[src/rtl/maxpool_seq_ctrl.sv]
// -----------------------------------------------------------------------------
// maxpool_seq_ctrl
// Job sequencer for the streaming max-pool core. Forwards window-ordered
// activation beats from the source to the core, marks the first beat of each
// window (core_start) and the final beat of the job (core_in_last), counts
// beats/windows, then watches the core output handshake to detect completion.
//
// Ports
//   clk, rst_b                 clock, asynchronous active-low reset
//   cfg_wr_en/addr/wdata       config writes: 0x24 WIN_SIZE, 0x25 NUM_WIN,
//                              0x26 CTRL (bit0 go, bit1 abort, self-clearing)
//   src_valid/ready/data       upstream beat stream
//   core_in_valid/ready/data   beat stream into the core
//   core_start, core_in_last   window-start and job-last flags to the core
//   mon_valid/ready/last       taps of the core output handshake
//   busy, done, cfg_err        job status (done/cfg_err are 1-cycle pulses)
//   win_idx, beat_idx          current window / beat position
// -----------------------------------------------------------------------------
module maxpool_seq_ctrl #(
  parameter int DATA_WIDTH = 8,
  parameter int AXI_WIDTH  = 128,
  parameter int WIN_W      = 7,
  parameter int CNT_W      = 16
) (
  input  logic                 clk,
  input  logic                 rst_b,
  input  logic                 cfg_wr_en,
  input  logic [5:0]           cfg_addr,
  input  logic [63:0]          cfg_wdata,
  input  logic                 src_valid,
  output logic                 src_ready,
  input  logic [AXI_WIDTH-1:0] src_data,
  output logic                 core_in_valid,
  input  logic                 core_in_ready,
  output logic [AXI_WIDTH-1:0] core_in_data,
  output logic                 core_start,
  output logic                 core_in_last,
  input  logic                 mon_valid,
  input  logic                 mon_ready,
  input  logic                 mon_last,
  output logic                 busy,
  output logic                 done,
  output logic                 cfg_err,
  output logic [CNT_W-1:0]     win_idx,
  output logic [WIN_W-1:0]     beat_idx
);

  localparam int LANES = AXI_WIDTH / DATA_WIDTH;
  localparam logic [5:0] ADDR_WIN_SIZE = 6'h24;
  localparam logic [5:0] ADDR_NUM_WIN  = 6'h25;
  localparam logic [5:0] ADDR_CTRL     = 6'h26;

  typedef enum logic [1:0] {ST_IDLE, ST_RUN, ST_DRAIN} state_t;

  state_t           r_state, w_nextState;
  logic [WIN_W-1:0] r_winSizeShadow, r_winSize, r_beatIdx, w_nextBeatIdx;
  logic [CNT_W-1:0] r_numWinShadow, r_numWin, r_winIdx, w_nextWinIdx;
  logic             r_done, r_cfgErr, w_nextDone, w_nextCfgErr;
  logic             w_go, w_abort, w_shadowZero, w_goAccept;
  logic             w_run, w_inHs, w_monLastHs, w_beatLast, w_winLast;
  logic             w_unusedWdata;

  // CTRL bits are strobes decoded straight from the write; nothing is stored.
  assign w_go          = cfg_wr_en & (cfg_addr == ADDR_CTRL) & cfg_wdata[0];
  assign w_abort       = cfg_wr_en & (cfg_addr == ADDR_CTRL) & cfg_wdata[1];
  assign w_unusedWdata = ^cfg_wdata;
  assign w_shadowZero  = (r_winSizeShadow == '0) | (r_numWinShadow == '0);
  assign w_goAccept    = (r_state == ST_IDLE) & w_go & ~w_abort & ~w_shadowZero;

  assign w_run       = (r_state == ST_RUN);
  assign w_beatLast  = (r_beatIdx == r_winSize - WIN_W'(1));
  assign w_winLast   = (r_winIdx == r_numWin - CNT_W'(1));
  assign w_inHs      = w_run & src_valid & core_in_ready;
  assign w_monLastHs = mon_valid & mon_ready & mon_last;

  assign core_in_valid = src_valid & w_run;
  assign src_ready     = core_in_ready & w_run;
  assign core_start    = w_run & (r_beatIdx == '0);
  assign core_in_last  = w_run & w_beatLast & w_winLast;
  assign busy          = (r_state != ST_IDLE);
  assign done          = r_done;
  assign cfg_err       = r_cfgErr;
  assign win_idx       = r_winIdx;
  assign beat_idx      = r_beatIdx;

  // Data is forwarded untouched, lane by lane.
  for (genvar g = 0; g < LANES; g++) begin : g_lane
    assign core_in_data[g*DATA_WIDTH +: DATA_WIDTH] = src_data[g*DATA_WIDTH +: DATA_WIDTH];
  end

  // Shadow registers take every write; working copies only load on an
  // accepted go so a running job keeps its geometry.
  always_ff @(posedge clk or negedge rst_b) begin
    if (!rst_b) begin
      r_winSizeShadow <= WIN_W'(4);
      r_numWinShadow  <= CNT_W'(1);
      r_winSize       <= WIN_W'(4);
      r_numWin        <= CNT_W'(1);
    end else begin
      if (cfg_wr_en && (cfg_addr == ADDR_WIN_SIZE)) r_winSizeShadow <= cfg_wdata[WIN_W-1:0];
      if (cfg_wr_en && (cfg_addr == ADDR_NUM_WIN))  r_numWinShadow  <= cfg_wdata[CNT_W-1:0];
      if (w_goAccept) begin
        r_winSize <= r_winSizeShadow;
        r_numWin  <= r_numWinShadow;
      end
    end
  end

  // State, counters and status pulses.
  always_ff @(posedge clk or negedge rst_b) begin
    if (!rst_b) begin
      r_state   <= ST_IDLE;
      r_beatIdx <= '0;
      r_winIdx  <= '0;
      r_done    <= 1'b0;
      r_cfgErr  <= 1'b0;
    end else begin
      r_state   <= w_nextState;
      r_beatIdx <= w_nextBeatIdx;
      r_winIdx  <= w_nextWinIdx;
      r_done    <= w_nextDone;
      r_cfgErr  <= w_nextCfgErr;
    end
  end

  // Next-state logic. Abort overrides everything; the final accepted beat
  // moves to DRAIN with counters frozen at the last position.
  always_comb begin
    w_nextState   = r_state;
    w_nextBeatIdx = r_beatIdx;
    w_nextWinIdx  = r_winIdx;
    w_nextDone    = 1'b0;
    w_nextCfgErr  = 1'b0;
    if (w_abort) begin
      w_nextState   = ST_IDLE;
      w_nextBeatIdx = '0;
      w_nextWinIdx  = '0;
    end else begin
      case (r_state)
        ST_IDLE: begin
          if (w_go) begin
            if (w_shadowZero) begin
              w_nextCfgErr = 1'b1;
            end else begin
              w_nextState   = ST_RUN;
              w_nextBeatIdx = '0;
              w_nextWinIdx  = '0;
            end
          end
        end
        ST_RUN: begin
          if (w_inHs) begin
            if (w_beatLast && w_winLast) begin
              w_nextState = ST_DRAIN;
            end else if (w_beatLast) begin
              w_nextBeatIdx = '0;
              w_nextWinIdx  = r_winIdx + CNT_W'(1);
            end else begin
              w_nextBeatIdx = r_beatIdx + WIN_W'(1);
            end
          end
        end
        ST_DRAIN: begin
          if (w_monLastHs) begin
            w_nextState = ST_IDLE;
            w_nextDone  = 1'b1;
          end
        end
        default: w_nextState = ST_IDLE;
      endcase
    end
  end

endmodule

[config.mk]
export PLATFORM = sky130hd
export DESIGN_NAME = maxpool_seq_ctrl
export DESIGN_NICKNAME = d
export VERILOG_FILES = /design/src/rtl/maxpool_seq_ctrl.sv
export SDC_FILE = /design/constraint.sdc
export NUM_CORES = 1
export LEC_CHECK = 0
export BUFFER_PORTS_ARGS = -buffer_cell sky130_fd_sc_hd__buf_2
export CAP_MARGIN = 20
export CORE_AREA = 2 2 142 144
export DETAILED_ROUTE_END_ITERATION = 12
export DIE_AREA = 0 0 144 146
export PLACE_DENSITY_LB_ADDON = 0.25
export SETUP_SLACK_MARGIN = 0.2
export SLEW_MARGIN = 20
export SYNTH_ARGS = -nofsm -noshare
export SYNTH_HDL_FRONTEND = slang
export SYNTH_SLANG_ARGS = --single-unit
[constraint.sdc]
create_clock -name clk -period 6.7 [get_ports clk]
set_input_delay 1.005 -clock clk [delete_from_list [all_inputs] [get_ports clk]]
set_output_delay 1.005 -clock clk [all_outputs]
set_load 0.02 [all_outputs]
# [After elaboration in Yosys (flattened, before gate mapping)]
# Cells that the tools add are included.
[op_classes] add_sub_neg=4 eq_ne=14 mux=28 bitwise=17 reduce_logical=12
[ops] cell="16-bit 2-to-1 mux" n=6
[ops] cell="7-bit 2-to-1 mux" n=6
[ops] cell="16-bit case mux with 2 select lines" n=1
[ops] cell="6-bit equality test (second input constant)" n=3
[ops] cell="16-bit by 1-bit adder with 16-bit output (second input constant)" n=1
[ops] cell="16-bit equality test" n=1
[ops] cell="16-bit logical NOT" n=1
[ops] cell="16-bit by 1-bit subtractor with 16-bit output (second input constant)" n=1
[ops] cell="1-bit bitwise AND" n=14
[ops] cell="7-bit logical NOT" n=2
[ops] cell="7-bit case mux with 2 select lines" n=1
[ops] cell="2-bit 2-to-1 mux" n=6
[ops] cell="3-bit inequality test (second input constant)" n=4
[ops] cell="5-bit AND reduction" n=2
[ops] cell="3-bit by 2-bit inequality test with 1-bit output (second input constant)" n=3
[ops] cell="7-bit by 1-bit adder with 7-bit output (second input constant)" n=1
[ops] cell="7-bit equality test" n=1
[ops] cell="1-bit 2-to-1 mux" n=7
[ops] cell="7-bit by 1-bit subtractor with 7-bit output (second input constant)" n=1
[ops] cell="2-bit case mux with 3 select lines" n=1
[ops] cell="6-bit AND reduction" n=1
[ops] cell="1-bit logical AND" n=3
[ops] cell="3-bit nonzero test" n=1
[ops] cell="2-bit by 1-bit equality test with 1-bit output (second input constant)" n=1
[ops] cell="other kinds (5)" n=6
[word_totals] regBits=73 input_bits=206 output_inout_bits=158 wordCells=84

# [Depth between registers and ports, before layout]
# Gate-level depths: netlist of the first run.
[logic_depth] ltp_word=7 mapped_depth=12 ltp_nobuf=11

# [Least setup slack after synthesis of the first run]
# OpenSTA, ideal clock, no wires.
[synth_timing] kind="register to output" start="register r_numWin[1]" end="output core_in_last" arrival_ps=2450 required_time_ps=5695 setup_slack_ps=3245 path_stages_with_launch=10 path_cell_list="dfrtp_1 inv_1 ha_1 or4b_4 or3_4 mux2_4 mux2i_1 o22ai_1 and3_2 and2_1"
[synth_via] elab_chain_len=3
[synth_lines] element="from (decl)" line="57" rtl="logic [CNT_W-1:0] r_numWinShadow, r_numWin, r_winIdx, w_nextWinIdx;"
[synth_lines] element="from (signal assigned)" line="104" rtl="r_numWin <= r_numWinShadow;"
[synth_lines] element="16-bit by 1-bit subtractor with 16-bit output" line="72" rtl="assign w_winLast = (r_winIdx == r_numWin - CNT_W'(1));"
[synth_lines] element="16-bit equality test" line="72"
[synth_lines] element="1-bit bitwise AND" line="79" rtl="assign core_in_last = w_run & w_beatLast & w_winLast;"
[synth_lines] element="to (decl)" line="37" rtl="output logic core_in_last,"
# Every way passes these cells.

# [Worst setup path in the final report of the first run]
# Ends and elaborated chain as after synthesis.

==> impl_metrics.py, run 1 <==
metrics = {
    "status": {
        "run_status": "completed",
    },
    "critical_path": {
        "crit_arrival_ns": 3.12,
        "worstSetupPathType": "reg2out",
        "critPathLaunchType": "flop",
        "cp-end-kind": "output pin",
        "worstPathRequired_ns": 5.69,
        "peak_fanout_along_the_critical_path": 5,
        "reg2reg_slack_ns": 3.12,
        "critical_path_max_stage_delay_ns": 0.50,
        "crit_slowest_cell": "sky130_fd_sc_hd__or4b_4",
        "cp_cell_sequence": "inv_1 -> ha_1 -> or4b_4 -> or3_4 -> mux2_4 -> mux2i_1 -> o22ai_1 -> and3_2 -> and2_1 -> buf_2",
    },
    "clocking": {
        "ctsHtreeMaxLevel": 3,
        "cts.repair.resized": 0,
        "cts_buffers": 9,
        "cts.hold.buffers_added": 0,
        "clock_tree.buffer_depth": 2,
        "cts.sinks": 73,
        "post-cts-setup-buffer-count": 0,
        "worst_skew_pair.late_latency_ns": 0.34,
        "cts_tree": "done",
        "clock_tree.root_cell": "sky130_fd_sc_hd__clkbuf_16",
        "clk_pin_slew_ns": 0.06,
    },
    "synth": {
        "ys_dominant_reg_cell": "sky130_fd_sc_hd__dfrtp_1",
        "postSynth.asyncResetShare_pct": 100,
        "number_of_flops_mapped_to_enable_cells_by_yosys": 0,
        "netlist_area_pre_place_sq_mm": 0.00505,
        "synth_cell_types": 56,
        "netlist_top_cells_area": "sky130_fd_sc_hd__dfrtp_1, sky130_fd_sc_hd__buf_4, sky130_fd_sc_hd__mux2_2",
        "yosys-top-cells-count": "sky130_fd_sc_hd__buf_4, sky130_fd_sc_hd__dfrtp_1, sky130_fd_sc_hd__mux2_2",
        "netlist_instances": 510,
        "yosys_register_bits": 73,
        "synthMostInstantiatedCell": "sky130_fd_sc_hd__buf_4",
        "synth-warning-count": 0,
        "ys_seq_area_share_pct": 36.2,
        "synthesized_nets": 721,
        "synthDominantCellAreaShare_pct": 34.2,
        "syn-mean-instance-area_sq_um": 9.91,
        "synth.largest_area_cell": "sky130_fd_sc_hd__dfrtp_1",
    },
    "floorplanning": {
        "placeable_core_region_sq_mm": 0.0193,
        "die_height_microns": 146,
        "pin_count": 364,
        "core.rowCount": 51,
        "design.die.area_sq_mm": 0.0210,
        "die_w_microns": 144,
        "start_util_pct": 26.1,
    },
    "timing": {
        "fmaxAchievable_ghz": 0.242,
        "setup_ws_ns": 2.57,
        "rsz0062_at_grt": "no",
        "finalCriticalPeriod_ns": 4.13,
        "timing_max_transition_violations_final": 0,
        "period_utilization_post_route_pct": 61.6,
        "tns_ns": 0,
        "fin_worst_skew_ns": 0.00746,
        "max_slew_margin_pct": 36.0,
        "worst_pin_slew_ns": 0.957,
        "final_hold_violations": 0,
        "finalSetupViolCount": 0,
        "finalHoldWorstSlack_ns": 0.528,
    },
    "run": {
        "maxCapViolations": 0,
    },
    "placed_design": {
        "dp_slack_ns": 2.71,
        "detailedPlacementHpwl_mm": 15.6,
        "gp_congestion": 0.792,
        "port_buffers": 59,
    },
    "grt": {
        "overflow": 0,
        "total_routing_usage_reported_by_global_routing_pct": 16.8,
        "antenna_found_initial": 0,
        "maximum_number_of_pins_on_one_net_before_global_route_repair": 74,
        "first_global_vias": 3286,
        "grt_pass1_wl_mm": 25.1,
    },
    "detailed_routing": {
        "drt-initial-drc-count": 95,
        "postRouteWirelength_mm": 18.3,
        "detailedRoute.firstPassIterationCount": 4,
        "routed_via_density": 4.73,
        "detail_route.drc_violations": 0,
        "final_antenna_net_count": 0,
        "wl_per_cell_microns": 25.7,
        "vias_post_dr": 3371,
    },
    "cells_and_area": {
        "areaGrowthSynthToFinish_pct": -0.867,
        "final_layout_size_suffix_gt1_share_pct": 32.4,
        "fin_nets": 654,
        "insertedDiodeCount": 0,
    },
    "power": {
        "ir_worst_vdd_mv": 0.133,
        "cellLeakagePower_nw": 2.27,
        "power-per-cell-area_mw_per_mm2": 236,
    },
    "worst_hold_path": {
        "hold_path.class": "reg2reg",
    },
}
worst paths after layout:
path	start	endpoint	cells past startpoint
setup / recovery	r_numWin[1]	core_in_last	10
hold / removal	r_numWin[15]	r_numWin[15]	1
setup reg to reg	r_numWin[1]	win_idx[5]	11
hold reg to reg	r_numWin[15]	r_numWin[15]	1
max in group asynchronous	rst_b	r_numWin[13]	2
min in group asynchronous	rst_b	r_winSizeShadow[5]	2
sequential cells by signal (all words and copies together), names as in the netlist:
register	count
win_idx	16
r_state	2
r_numWinShadow	16
cfg_err	1
done	1
r_numWin	16
beat_idx	7
r_winSize	7
r_winSizeShadow	7
metrics by stage:
| step | total power [mW] | cells | cell area, sq um | util [%] |
|---|---|---|---|---|
| 6_report | 1.18 | 713 | 5010 | 25.9 |
| 5_1_grt | 1.24 | 713 | 5010 | 25.9 |
| 4_1_cts | 1.20 | 713 | 5000 | 25.9 |
| 3_5_place_dp | 0.676 | 697 | 4690 | 24.2 |
| 3_3_place_gp | 0.672 | 697 | 4690 | 24.2 |
| 2_1_floorplan | 0.720 | 510 | 5050 | - |
cell families after synthesis:
family | count (synthesis) | share of synthesized area (%)
adder cells (fa/ha/maj) | 5 | 1.24
AO/OA/AOI/OAI | 58 | 9.06
multiplexers | 51 | 11.4
AND/OR/NAND/NOR | 131 | 14.0
flip-flops | 73 | 36.2
buffers and inverters | 152 | 21.2
XOR/XNOR | 40 | 6.93
cells in the final DEF, fill, tap and decap left out, types with 4 or more instances in the layout:
master,n
sky130_fd_sc_hd__and2_1,8
sky130_fd_sc_hd__dfrtp_1,69
sky130_fd_sc_hd__a211oi_1,7
sky130_fd_sc_hd__nor3_1,10
sky130_fd_sc_hd__ha_1,5
sky130_fd_sc_hd__mux2_2,48
sky130_fd_sc_hd__nor2_1,24
sky130_fd_sc_hd__xnor2_1,31
sky130_fd_sc_hd__a21oi_1,10
sky130_fd_sc_hd__dfstp_2,4
sky130_fd_sc_hd__nand2_1,21
sky130_fd_sc_hd__xor2_1,9
sky130_fd_sc_hd__o21ai_0,10
sky130_fd_sc_hd__clkbuf_16,9
sky130_fd_sc_hd__nand3_1,18
sky130_fd_sc_hd__a31oi_1,5
sky130_fd_sc_hd__buf_2,59
sky130_fd_sc_hd__nor2b_1,4
sky130_fd_sc_hd__or3_1,5
sky130_fd_sc_hd__inv_1,12
sky130_fd_sc_hd__and3_1,7
sky130_fd_sc_hd__or2_2,4
sky130_fd_sc_hd__nor4_1,11
sky130_fd_sc_hd__nand2b_1,4
critical path: cells and delay by family (launching register included):
family	cells	cell delay (ns)
DFF	1	0.42
muxes	2	0.43
adders and majority gates	1	0.21
buffers and inverters	2	0.25
and+or+nand+nor	4	1.34
AOI/OAI and AO/OA	1	0.12
final cells by class:
| cell class | instances | area [sq um] |
|---|---|---|
| fillers | 2060 | 14300 |
| multi-input cells | 285 | 2160 |
| flip-flops and latches | 73 | 1830 |
| well taps | 265 | 332 |
| repair buffers | 62 | 318 |
| clock buffers | 10 | 229 |
| clock inverters | 6 | 90.1 |
| inverters | 12 | 45.0 |
report_power, final:
group          internal [mW]  switching, mW
Clock                  0.327          0.190
Sequential             0.473         0.0395
Combinational         0.0683         0.0845
routing by layer:
layer / GRT usage, % / vias to the layer above / part of all wire (%)
met5: 0 / - / 0
met4: 4.66 / 0 / 1.2
met3: 14.8 / 17 / 22
met2: 30.0 / 235 / 51
met1: 13.3 / 1593 / 26
li1: - / 1526 / -
Note: power is estimated with default switching activity, not from simulation.
==> run 2, diff against run 1 <==
--- a/config.mk
+++ b/config.mk
@@ -7,9 +7,9 @@
 export LEC_CHECK = 0
 export BUFFER_PORTS_ARGS = -buffer_cell sky130_fd_sc_hd__buf_2
 export CAP_MARGIN = 20
-export CORE_AREA = 2 2 142 144
+export CORE_AREA = 2 2 141 143
 export DETAILED_ROUTE_END_ITERATION = 12
-export DIE_AREA = 0 0 144 146
+export DIE_AREA = 0 0 143 145
 export PLACE_DENSITY_LB_ADDON = 0.25
 export SETUP_SLACK_MARGIN = 0.2
 export SLEW_MARGIN = 20
==> constraint.sdc (replaced) <==
create_clock -name clk -period 3.6 [get_ports clk]
set_input_delay 0.54 -clock clk [delete_from_list [all_inputs] [get_ports clk]]
set_output_delay 0.54 -clock clk [all_outputs]
set_load 0.02 [all_outputs]
==> impl_metrics.py, run 2 (synthesized netlist as in run 1, its figures left out) <==
metrics = {
    "status": {
        "run_status": "completed",
    },
    "grt": {
        "maximum_number_of_pins_on_one_net_before_global_route_repair": 33,
        "groute.layer.met3.usage_pct": 14.1,
        "global_route.peak_usage_layer": "met2",
        "overflow": 0,
        "total_routing_usage_reported_by_global_routing_pct": 17.1,
        "grt.met1_usage_pct": 13.2,
        "first_global_vias": 3464,
        "grt_pass1_wl_mm": 25.4,
        "gr-usage-met2_pct": 31.0,
        "antenna_found_initial": 0,
    },
    "floorplanning": {
        "core.rowCount": 51,
        "pin_count": 364,
        "die_height_microns": 145,
        "design.die.area_sq_mm": 0.0207,
        "die_w_microns": 143,
        "placeable_core_region_sq_mm": 0.0192,
        "start_util_pct": 26.3,
    },
    "timing": {
        "max_slew_margin_pct": 35.3,
        "fin_worst_skew_ns": 0.0110,
        "tns_ns": 0,
        "rsz0062_at_grt": "yes",
        "finalSetupViolCount": 0,
        "fmaxAchievable_ghz": 0.294,
        "final_hold_violations": 0,
        "setup_ws_ns": 0.198,
        "finalCriticalPeriod_ns": 3.40,
        "worst_pin_slew_ns": 0.971,
        "period_utilization_post_route_pct": 94.5,
        "timing_max_transition_violations_final": 0,
    },
    "critical_path": {
        "reg2regPathDepth": 12,
        "critPathLaunchType": "flop",
        "worstPathRequired_ns": 3.06,
        "cp-end-kind": "output pin",
        "peak_fanout_along_the_critical_path": 3,
        "reg2reg_slack_ns": 0.32,
        "worstSetupPathType": "reg2out",
        "crit_arrival_ns": 2.86,
        "crit-reg2reg-capture": "win_idx[11]",
        "rr_startpoint": "r_numWin[1]",
    },
    "clocking": {
        "clk_pin_slew_ns": 0.06,
        "clock_tree.buffer_depth": 2,
        "clock_tree.root_cell": "sky130_fd_sc_hd__clkbuf_16",
        "cts_tree": "done",
        "cts.sinks": 73,
        "cts_buffers": 9,
        "ctsHtreeMaxLevel": 3,
        "worst_skew_pair.late_latency_ns": 0.34,
    },
    "placed_design": {
        "placed_cells": 707,
        "dp_slack_ns": 0.133,
        "port_buffers": 59,
        "gp_congestion": 0.816,
        "detailedPlacementHpwl_mm": 15.4,
    },
    "detailed_routing": {
        "detail_route.drc_violations": 0,
        "drt-initial-drc-count": 78,
        "routed_via_density": 4.68,
        "final_antenna_net_count": 0,
        "detailedRoute.firstPassIterationCount": 4,
        "wl_per_cell_microns": 25.0,
        "vias_post_dr": 3414,
        "postRouteWirelength_mm": 18.2,
    },
    "power": {
        "power-per-cell-area_mw_per_mm2": 404,
        "cellLeakagePower_nw": 2.33,
        "ir_worst_vdd_mv": 0.205,
    },
    "cells_and_area": {
        "final_layout_size_suffix_gt1_share_pct": 36.2,
        "stdcell_count": 729,
        "areaGrowthSynthToFinish_pct": 1.56,
        "layout.cells.most_common_list": "sky130_fd_sc_hd__dfrtp_1, sky130_fd_sc_hd__buf_2, sky130_fd_sc_hd__mux2_2",
        "final_core_utilization_pct": 26.7,
        "fin_nets": 670,
        "layout_commonest_cell": "sky130_fd_sc_hd__dfrtp_1",
        "insertedDiodeCount": 0,
    },
    "worst_hold_path": {
        "hold_path.class": "in2async",
    },
    "run": {
        "maxCapViolations": 0,
    },
}
[run 2: cell type report]
type / count / area, sq um
Fill cell: 2042 / 14100
Clock buffer: 10 / 229
Sequential cell: 73 / 1830
Timing Repair Buffer: 78 / 444
Clock inverter: 6 / 42.5
Inverter: 12 / 45.0
Tap cell: 265 / 332
Multi-Input combinational cell: 285 / 2210
[run 2: timing repair]
action                                  in CTS  in global routing
gates resized for setup                     10                  4
pin swaps                                    5                  1
hold buffers                                 0                  0
setup buffers                                6                  0
endpoints found under the setup margin       7                 12
[run 2: metal layers]
| metal | share of wire, % | up-vias |
|---|---|---|
| li1 | - | 1547 |
| met1 | 26 | 1593 |
| met2 | 51 | 233 |
| met3 | 20 | 41 |
| met4 | 2.7 | 0 |
| met5 | 0 | - |
[run 2: worst max-delay path by stage]
| stage | startpoint | end | slack [ns] | depth (start not counted) |
|---|---|---|---|---|
| 3_5_place_dp | r_numWin[0] | win_idx[11] | 0.13 | 12 |
| 5_1_grt | r_numWin[1] | core_in_last | 0.08 | 11 |
| 3_3_place_gp | r_numWin[0] | win_idx[5] | 0.18 | 12 |
| 4_1_cts | r_numWin[1] | core_in_last | 0.17 | 11 |
| 2_1_floorplan | r_numWin[1] | win_idx[13] | 0.54 | 12 |
| 6_report | r_numWin[1] | core_in_last | 0.20 | 10 |
[run 2: worst max-delay path, stage by stage (launching register included)]
cell and delay (ns):
sky130_fd_sc_hd__dfrtp_1 0.38, sky130_fd_sc_hd__inv_2 0.07, sky130_fd_sc_hd__ha_4 0.14, sky130_fd_sc_hd__or4b_4 0.47, sky130_fd_sc_hd__or3_4 0.41, sky130_fd_sc_hd__mux2_4 0.30
sky130_fd_sc_hd__mux2i_1 0.18, sky130_fd_sc_hd__o22ai_2 0.12, sky130_fd_sc_hd__and3_4 0.20, sky130_fd_sc_hd__and2_4 0.14, sky130_fd_sc_hd__buf_6 0.12
[run 2: power breakdown]
group / switching, mW / internal (mW) / total [mW]
registers: 0.0725 / 0.879 / 0.952
logic: 0.162 / 0.134 / 0.297
clock network: 0.357 / 0.469 / 0.826
[run 2: through the flow]
step,power [mW],hold slack [ns],instance area [sq um]
after CTS,2.11,0.262,5110
after global routing,2.19,0.289,5130
final,2.07,0.252,5130
after floorplan,1.34,0.244,5050
after detailed placement,1.26,0.524,4760
after global placement,1.25,0.519,4760
==> run 3, diff against run 2 <==
--- a/config.mk
+++ b/config.mk
@@ -10,6 +10,7 @@
 export CORE_AREA = 2 2 141 143
 export DETAILED_ROUTE_END_ITERATION = 12
 export DIE_AREA = 0 0 143 145
+export GPL_TIMING_DRIVEN = 0
 export PLACE_DENSITY_LB_ADDON = 0.25
 export SETUP_SLACK_MARGIN = 0.2
 export SLEW_MARGIN = 20
==> impl_metrics.py, run 3 (synthesized netlist as in run 1, its figures left out) <==
metrics = {
    "placed_design": {
        "detailedPlacementHpwl_mm": 15.4,
        "dp_slack_ns": 0.0815,
        "port_buffers": 187,
        "gp_congestion": 0.777,
    },
    "floorplanning": {
        "die_w_microns": 143,
        "die_height_microns": 145,
        "placeable_core_region_sq_mm": 0.0192,
        "pin_count": 364,
        "design.die.area_sq_mm": 0.0207,
        "core.rowCount": 51,
        "start_util_pct": 26.3,
    },
    "power": {
        "cellLeakagePower_nw": 3.47,
        "power-per-cell-area_mw_per_mm2": 364,
        "total_power_mw": 2.47,
        "ir_worst_vdd_mv": 0.274,
    },
    "timing": {
        "timing_max_transition_violations_final": 0,
        "final_hold_violations": 0,
        "finalHoldWorstSlack_ns": 0.0945,
        "tns_ns": 0,
        "setup_ws_ns": 0.174,
        "worst_pin_slew_ns": 0.888,
        "fin_worst_skew_ns": 0.00745,
        "rsz0062_at_grt": "yes",
        "max_slew_margin_pct": 40.4,
        "finalCriticalPeriod_ns": 3.43,
        "fmaxAchievable_ghz": 0.292,
        "finalSetupViolCount": 0,
        "period_utilization_post_route_pct": 95.2,
    },
    "critical_path": {
        "critPathLaunchType": "flop",
        "reg2reg_slack_ns": 0.39,
        "timing.critical_path.from": "r_numWin[1]",
        "reg2regPathDepth": 12,
        "peak_fanout_along_the_critical_path": 3,
        "worstSetupPathType": "reg2out",
        "crit_path_end": "core_in_last",
        "rr_startpoint": "r_numWin[1]",
        "crit-reg2reg-capture": "beat_idx[4]",
        "worstPathRequired_ns": 3.06,
        "cp-end-kind": "output pin",
        "crit_arrival_ns": 2.89,
    },
    "grt": {
        "overflow": 0,
        "antenna_found_initial": 0,
        "maximum_number_of_pins_on_one_net_before_global_route_repair": 55,
        "first_global_vias": 4355,
        "grt_pass1_wl_mm": 26.2,
        "total_routing_usage_reported_by_global_routing_pct": 16.8,
    },
    "cells_and_area": {
        "insertedDiodeCount": 0,
        "layout_commonest_cell": "sky130_fd_sc_hd__buf_2",
        "multi_input_area_sq_mm": 0.00222,
        "areaGrowthSynthToFinish_pct": 34.6,
        "ff_latch_area_sq_mm": 0.00183,
        "num-fill-cells": 1978,
        "layout.cells.most_common_list": "sky130_fd_sc_hd__buf_2, sky130_fd_sc_hd__buf_4, sky130_fd_sc_hd__dfrtp_1",
        "final_layout_size_suffix_gt1_share_pct": 58.7,
        "fin_nets": 928,
    },
    "detailed_routing": {
        "final_antenna_net_count": 0,
        "wl_per_cell_microns": 18.4,
        "vias_post_dr": 4312,
        "postRouteWirelength_mm": 18.2,
        "detailedRoute.firstPassIterationCount": 4,
        "routed_via_density": 4.37,
        "detail_route.drc_violations": 0,
        "drt-initial-drc-count": 166,
    },
    "clocking": {
        "cts_tree": "done",
        "cts.sinks": 73,
        "worst_skew_pair.late_latency_ns": 0.33,
        "clk_pin_slew_ns": 0.06,
        "ctsHtreeMaxLevel": 3,
        "cts_buffers": 9,
        "cts.hold.buffers_added": 0,
        "clock_tree.root_cell": "sky130_fd_sc_hd__clkbuf_16",
        "clock_tree.buffer_depth": 2,
    },
    "worst_hold_path": {
        "hold_path.class": "in2async",
    },
    "run": {
        "maxCapViolations": 0,
    },
    "status": {
        "run_status": "completed",
    },
}
run 3: worst min-delay path by stage:
| stage | end | slack [ns] | cells past startpoint |
|---|---|---|---|
| 6_report | beat_idx[1] | 0.09 | 1 |
| 5_1_grt | r_winSizeShadow[1] | 0.10 | 1 |
| 3_3_place_gp | r_numWin[15] | 0.51 | 1 |
| 3_5_place_dp | r_winSizeShadow[0] | 0.45 | 1 |
| 2_1_floorplan | beat_idx[0] | 0.24 | 0 |
| 4_1_cts | r_winSizeShadow[1] | 0.09 | 1 |
run 3: timing repair:
action / in CTS / in global routing
gates resized for setup: 10 / 8
setup endpoints to repair: 15 / 8
setup buffers: 6 / 2
pin swaps: 4 / 4
run 3: layout make-up:
class                      count  share of cell area (%)
tap                          265                    4.87
inverter                      12                   0.662
multi-input combinational    285                    32.7
clock inverter                 5                   0.901
sequential                    73                    26.9
buffer                       140                    15.1
clock buffer                  11                    3.72
timing repair buffer         196                    15.2
run 3: metal layers:
metal	routed length [microns]	track usage (%)	vias up
li1	-	-	2062
met4	374	5.00	0
met2	9420	30.9	179
met1	7060	18.9	2049
met5	0	0	-
met3	1330	4.03	22
run 3: critical path: stages, from the launching register on:
cell                      delay, ns
sky130_fd_sc_hd__dfrtp_1       0.39
sky130_fd_sc_hd__inv_2         0.07
sky130_fd_sc_hd__ha_4          0.13
sky130_fd_sc_hd__or4b_4        0.46
sky130_fd_sc_hd__or3_4         0.42
sky130_fd_sc_hd__mux2_4        0.31
sky130_fd_sc_hd__mux2i_2       0.16
sky130_fd_sc_hd__o22ai_2       0.13
sky130_fd_sc_hd__and3_4        0.20
sky130_fd_sc_hd__and2_4        0.16
sky130_fd_sc_hd__buf_6         0.12
run 3: where the power goes:
group | internal (mW) | total [mW] | switching [mW]
Sequential | 0.880 | 0.944 | 0.0640
Combinational | 0.272 | 0.592 | 0.320
Clock | 0.577 | 0.938 | 0.361
run 3: stage by stage:
step / cell area (sq um) / utilization, % / cells
floorplan: 5050 / - / 510
global placement: 6320 / 32.9 / 962
detailed placement: 6350 / 33.1 / 963
CTS: 6760 / 35.2 / 985
global route: 6800 / 35.4 / 987
finish: 6800 / 35.4 / 987
